--- src/rtl/reg_file_rename.sv ---
// ============================================================================
// reg_file_rename : architectural register file with rename/dependence table
// Rev 1.0 - initial release
// ============================================================================
`default_nettype none

module reg_file_rename #(
   parameter int ROB_WIDTH = 3,
   parameter int NREG      = 32
) (
   input  logic                 clk_in,
   input  logic                 rst_in,
   input  logic                 rdy_in,
   input  logic                 clear,
   input  logic                 dec_ready,
   input  logic [4:0]           rs1,
   input  logic [4:0]           rs2,
   input  logic [4:0]           rd,
   input  logic [ROB_WIDTH-1:0] empty_rob_id,
   output logic [31:0]          val1,
   output logic                 has_dep1,
   output logic [ROB_WIDTH-1:0] dep1,
   output logic [31:0]          val2,
   output logic                 has_dep2,
   output logic [ROB_WIDTH-1:0] dep2,
   output logic [ROB_WIDTH-1:0] search_rob_id_1,
   input  logic                 search_ready_1,
   input  logic [31:0]          search_val_1,
   output logic [ROB_WIDTH-1:0] search_rob_id_2,
   input  logic                 search_ready_2,
   input  logic [31:0]          search_val_2,
   input  logic                 commit_en,
   input  logic [ROB_WIDTH-1:0] commit_rob_id,
   input  logic [4:0]           commit_reg_id,
   input  logic [31:0]          commit_val
);

   logic [31:0]          r_value [0:NREG-1];
   logic                 r_busy  [0:NREG-1];
   logic [ROB_WIDTH-1:0] r_tag   [0:NREG-1];

   logic [32:0]          w_lk1;
   logic [32:0]          w_lk2;

   // Returns {has_dep, value}; the pre-rename mapping is used so rs==rd sees the old producer.
   function automatic logic [32:0] f_lookup(input logic [4:0]  rs,
                                            input logic        sready,
                                            input logic [31:0] sval);
      if (rs == 5'd0)
         f_lookup = {1'b0, 32'd0};
      else if (!r_busy[rs])
         f_lookup = {1'b0, r_value[rs]};
      else if (commit_en && (commit_rob_id == r_tag[rs]))
         f_lookup = {1'b0, commit_val};
      else if (sready)
         f_lookup = {1'b0, sval};
      else
         f_lookup = {1'b1, 32'd0};
   endfunction

   assign w_lk1 = f_lookup(rs1, search_ready_1, search_val_1);
   assign w_lk2 = f_lookup(rs2, search_ready_2, search_val_2);

   assign has_dep1        = w_lk1[32];
   assign val1            = w_lk1[31:0];
   assign dep1            = r_tag[rs1];
   assign search_rob_id_1 = r_tag[rs1];

   assign has_dep2        = w_lk2[32];
   assign val2            = w_lk2[31:0];
   assign dep2            = r_tag[rs2];
   assign search_rob_id_2 = r_tag[rs2];

   // Statement order encodes priority: rename and flush override the commit busy-clear.
   always_ff @(posedge clk_in) begin
      if (rst_in) begin
         for (int i = 0; i < NREG; i++) begin
            r_value[i] <= 32'd0;
            r_busy[i]  <= 1'b0;
            r_tag[i]   <= '0;
         end
      end else if (rdy_in) begin
         if (commit_en && (commit_reg_id != 5'd0)) begin
            r_value[commit_reg_id] <= commit_val;
            if (r_busy[commit_reg_id] && (r_tag[commit_reg_id] == commit_rob_id))
               r_busy[commit_reg_id] <= 1'b0;
         end
         if (clear) begin
            for (int i = 0; i < NREG; i++)
               r_busy[i] <= 1'b0;
         end else if (dec_ready && (rd != 5'd0)) begin
            r_tag[rd]  <= empty_rob_id;
            r_busy[rd] <= 1'b1;
         end
      end
   end

endmodule

`default_nettype wire

--- config.mk ---
export PLATFORM = sky130hd
export DESIGN_NAME = reg_file_rename
export DESIGN_NICKNAME = d
export VERILOG_FILES = /design/src/rtl/reg_file_rename.sv
export SDC_FILE = /design/constraint.sdc
export NUM_CORES = 2
export LEC_CHECK = 0
export BUFFER_PORTS_ARGS = -buffer_cell sky130_fd_sc_hd__buf_4
export CAP_MARGIN = 20
export CORE_ASPECT_RATIO = 1.2
export CORE_MARGIN = 1.5
export CORE_UTILIZATION = 35
export CTS_BUF_LIST = sky130_fd_sc_hd__clkbuf_4 sky130_fd_sc_hd__clkbuf_8
export CTS_CLUSTER_SIZE = 16
export DETAILED_ROUTE_END_ITERATION = 10
export GPL_TIMING_DRIVEN = 0
export HOLD_SLACK_MARGIN = 0.08
export SYNTH_ARGS = -nofsm -noshare
export SYNTH_HDL_FRONTEND = slang
export SYNTH_SLANG_ARGS = --single-unit
--- constraint.sdc ---
create_clock -name clk_in -period 5 [get_ports clk_in]
set_input_delay 1.25 -clock clk_in [delete_from_list [all_inputs] [get_ports clk_in]]
set_output_delay 1.25 -clock clk_in [all_outputs]
set_load 0.03 [all_outputs]
==> run summary <==
Across all layers, the routed design uses 50980 vias. For the final wirelength, the log shows 318000 µm. The leading cell type in the layout, fill and taps excluded is sky130_fd_sc_hd__edfxtp_1. The share of the synthesized area in the top cell type is 52.0%, and the average footprint of a synthesized cell is 13.9 µm².

The path class of the tightest hold or removal check is reg2reg. After filler insertion, the fill cell instance count of the layout stands at 16397. The count of buffers from port buffering was 198. The clock sink count is 1152. After synthesis, the cell types taking the most area are sky130_fd_sc_hd__edfxtp_1 (52%), sky130_fd_sc_hd__mux4_2 (17%), sky130_fd_sc_hd__and2_1 (11%). In this run the worst path has a maximum fanout of 10. VDD sags by at most 0.290 mV. The post-synthesis register bit count came out at 1152. The tools report the worst path setup slack after routing as -0.436 ns. The initial antenna violation count was 26. Setup violations remaining at the end of the flow were counted as 66.

Summing all placed instances gives a cell area of 70300 µm². Timing analysis after detailed placement gives a worst setup slack of -2.44 ns. The die is 395 µm wide. The tree is rooted in a sky130_fd_sc_hd__clkbuf_8. At the pin with the least slew margin, the transition time is 1.31 ns.

For met1 alone, demand over resource in global routing was 36.7%. For this design the ratio of total power to cell area is 305 nW/µm². The run gives 64700 µm² as the mapped cell area. Overall die height: 474 µm.

For this run, the register share of the synthesized area comes to 53.0%. The area added between synthesis and finish is 28.0%. CTS built an H-tree with a depth of 4. Number of nets at the end of the flow: 5486. Registers are responsible for 45.0% of the overall power. The number of placed instances, taps included, is 7355. The run gives 0.0520 ns as the clock tree skew after final layout. TritonCTS built the clock tree.

Internal power comes to 0.0175 W. The proportion of synthesized flip-flops having asynchronous set or reset came out at 0%. Entering global routing, the biggest net connects 33 pins. Data arrives at the worst endpoint at 4.19 ns. After global routing the overflow that remains totals 0. The final count of hold timing violations was 0; the part of the cycle the worst path needs was 109%. Hold is met by 0.521 ns. The share of total power dissipated in combinational logic is 22.1%. The minimum clock period works out to 5.44 ns.

The detail route stage leaves a number of antenna-violating nets equal to 0. In this run the power spent charging and discharging nets is 0.00780 W. The clock latency reported for the late side of the worst-skew pair was 0.98 ns; the number of vias per cell was 6.41. The most used flip-flop cell after synthesis was sky130_fd_sc_hd__edfxtp_1. The total routing resource utilization after global routing is 33.1%. Number of enable flip-flop cells after synthesis: 1120. In this run switching power makes up 30.9% of total power. Measured against its own limit, the worst slew margin works out to 12.2%. For the number of clock buffers inserted by TritonCTS, the log shows 196. The maximum clock frequency came out at 184 MHz. In this run the count of I/O pins placed on the die edge is 208. The layer carrying the most global-route usage is met2.

After legalization and detailed placement, the total HPWL measured 222000 µm. Number of buffers between clock root and the deepest sink: 3. Critical path endpoint category: an output port. The first global-routing pass estimated 417000 µm of wire. The final reports fail on negative setup slack. The leakage component of the power came out at 28.9 nW. Total chip power: 0.0253 W. The critical path in this run is classified as in2out. Clock-pin slew was measured on the worst setup and hold paths at 0.07 ns.

Data on the critical path is required at its endpoint by 3.75 ns. The number of cell rows is 172. For this configuration, the core starts out at a cell density of 35.3%. The number of remaining DRC errors was 0.

The ratio of cells with drive above 1 in the final layout came out at 37.5%. The number of iterations in the first detailed-routing pass came out at 9. The core region is 183000 µm². Number of instances in the synthesized netlist: 4642. The number of slew-limit violations in the final report was 0. Max-cap violations in this run came to 0. Global routing consumed, on the met3 layer, 13.5% of the routing resources. Setup repair after global routing could not meet its margin everywhere. For the weighted congestion at the end of routability-driven global placement, the log shows 1.02. The clock network is responsible for 32.9% of the overall power.

Excluding fillers, the count of instances in the completed layout stands at 7952. The critical path launch point type was an input pin. The run finished, with violations left.

In the final routed layout, each cell accounts on average for 39.9 µm. The via count of the first global-routing pass is 49557, and the synthesis warning total is 0. The die covers 187000 µm².

The cell type with the largest total area after synthesis was sky130_fd_sc_hd__edfxtp_1. The unique cell type count in the Yosys netlist came out at 64. Leaving out fill and tap cells, the most frequent cells in the layout are sky130_fd_sc_hd__edfxtp_1 (1120), sky130_fd_sc_hd__and2_1 (1086), sky130_fd_sc_hd__mux4_2 (480), sky130_fd_sc_hd__mux2i_1 (290), sky130_fd_sc_hd__buf_4 (288). The DRC violation total after the first TritonRoute iteration is 8003, and the final design instance area without fill is 82700 µm². Global routing consumed, on the met2 layer, 49.0% of the routing resources.
-- timing repair --
action                                 4_1_cts  5_1_grt
hold buffers                                 0        0
buffers inserted                           153       67
setup endpoints to repair                   71       66
endpoints found under the hold margin        0        0
resized for setup                         1158      233
gates cloned                                13       11
pin swaps                                  158      148
-- layer usage --
layer  vias up  share of wire [%]
met2      4335                 43
met4        18                 11
met5         -               0.15
met1     25779                 32
met3      1348                 14
li1      19500                  -
-- registers in the layout, summed over array words and instances (netlist names) --
register,cells
r_value,1024
r_busy,32
r_tag,96
-- cell type report --
type                            instances  area, µm²  area share, %
Sequential cell                      1152      34300           41.4
Multi-Input combinational cell       2998      31400           37.9
Timing Repair Buffer                  494       5840           7.06
Buffer                                509       4550           5.49
Clock buffer                          264       3230           3.91
Tap cell                             2436       3050           3.68
Clock inverter                         75        350          0.423
Antenna cell                           19       47.5         0.0575
Inverter                                5       20.0         0.0242
-- path summary, 6_finish.rpt --
check,start,end,slack (ns),cells after the start
worst max-delay path,rs2[4],val2[3],-0.44,7
worst min-delay path,r_busy[27],r_busy[27],0.52,1
worst max register to register,r_tag[24][1],r_busy[24],1.90,9
worst min register to register,r_busy[27],r_busy[27],0.52,1
-- metrics by stage --
| step | TNS (ns) | util (%) |
|---|---|---|
| after floorplan | 0 | - |
| after global placement | -281.57 | 37.9 |
| after detailed placement | -193.31 | 38.4 |
| after CTS | -8.68 | 44.0 |
| after global routing | -13.21 | 45.1 |
| final | -14.56 | 45.1 |
-- worst max-delay path: stages --
cell,delay (ns)
sky130_fd_sc_hd__clkbuf_2,0.49
sky130_fd_sc_hd__clkbuf_4,0.44
sky130_fd_sc_hd__or3_1,0.65
sky130_fd_sc_hd__clkbuf_4,0.53
sky130_fd_sc_hd__o31ai_2,0.15
sky130_fd_sc_hd__a31oi_4,0.44
sky130_fd_sc_hd__buf_6,0.20
-- power groups by stage --
stage | combinational [W] | clock, W | sequential (W)
after CTS | 0.00504 | 0.00825 | 0.0113
after floorplan | 0.00222 | 0 | 0.0114
after detailed placement | 0.00412 | 0 | 0.0115
final | 0.00557 | 0.00832 | 0.0114
after global routing | 0.00554 | 0.00865 | 0.0114
after global placement | 0.00403 | 0 | 0.0115
-- cell usage after synthesis (16+ instances only) --
library cell	n
sky130_fd_sc_hd__o211ai_1	99
sky130_fd_sc_hd__a21oi_1	141
sky130_fd_sc_hd__a22oi_1	57
sky130_fd_sc_hd__and2_1	1088
sky130_fd_sc_hd__o22ai_1	28
sky130_fd_sc_hd__edfxtp_1	1120
sky130_fd_sc_hd__mux2i_1	342
sky130_fd_sc_hd__a221oi_1	81
sky130_fd_sc_hd__mux2_2	18
sky130_fd_sc_hd__nand3_1	44
sky130_fd_sc_hd__buf_4	40
sky130_fd_sc_hd__a31oi_1	65
sky130_fd_sc_hd__nor2_1	85
sky130_fd_sc_hd__o31ai_1	55
sky130_fd_sc_hd__buf_2	72
sky130_fd_sc_hd__mux4_2	480
sky130_fd_sc_hd__clkbuf_1	361
sky130_fd_sc_hd__o21ai_0	82
sky130_fd_sc_hd__buf_6	30
sky130_fd_sc_hd__nand2_1	24
sky130_fd_sc_hd__dfxtp_1	32
sky130_fd_sc_hd__or2_2	63
sky130_fd_sc_hd__a31o_1	31
sky130_fd_sc_hd__or4_1	31
sky130_fd_sc_hd__buf_1	16
-- kinds of logic (layout without fill, tap and decap cells) --
family / count (synthesis) / after routing / synth area share [%]
DFF: 1152 / 1152 / 53.0
xor gates and xnor gates: 5 / 5 / 0.0793
other: 1 / 54 / 0.00580
AOI/OAI and AO/OA: 693 / 693 / 7.28
muxes: 846 / 846 / 22.4
buffers and inverters: 526 / 1347 / 3.81
and+or+nand+nor: 1419 / 1419 / 13.4
(Power assumes the default switching activity.)
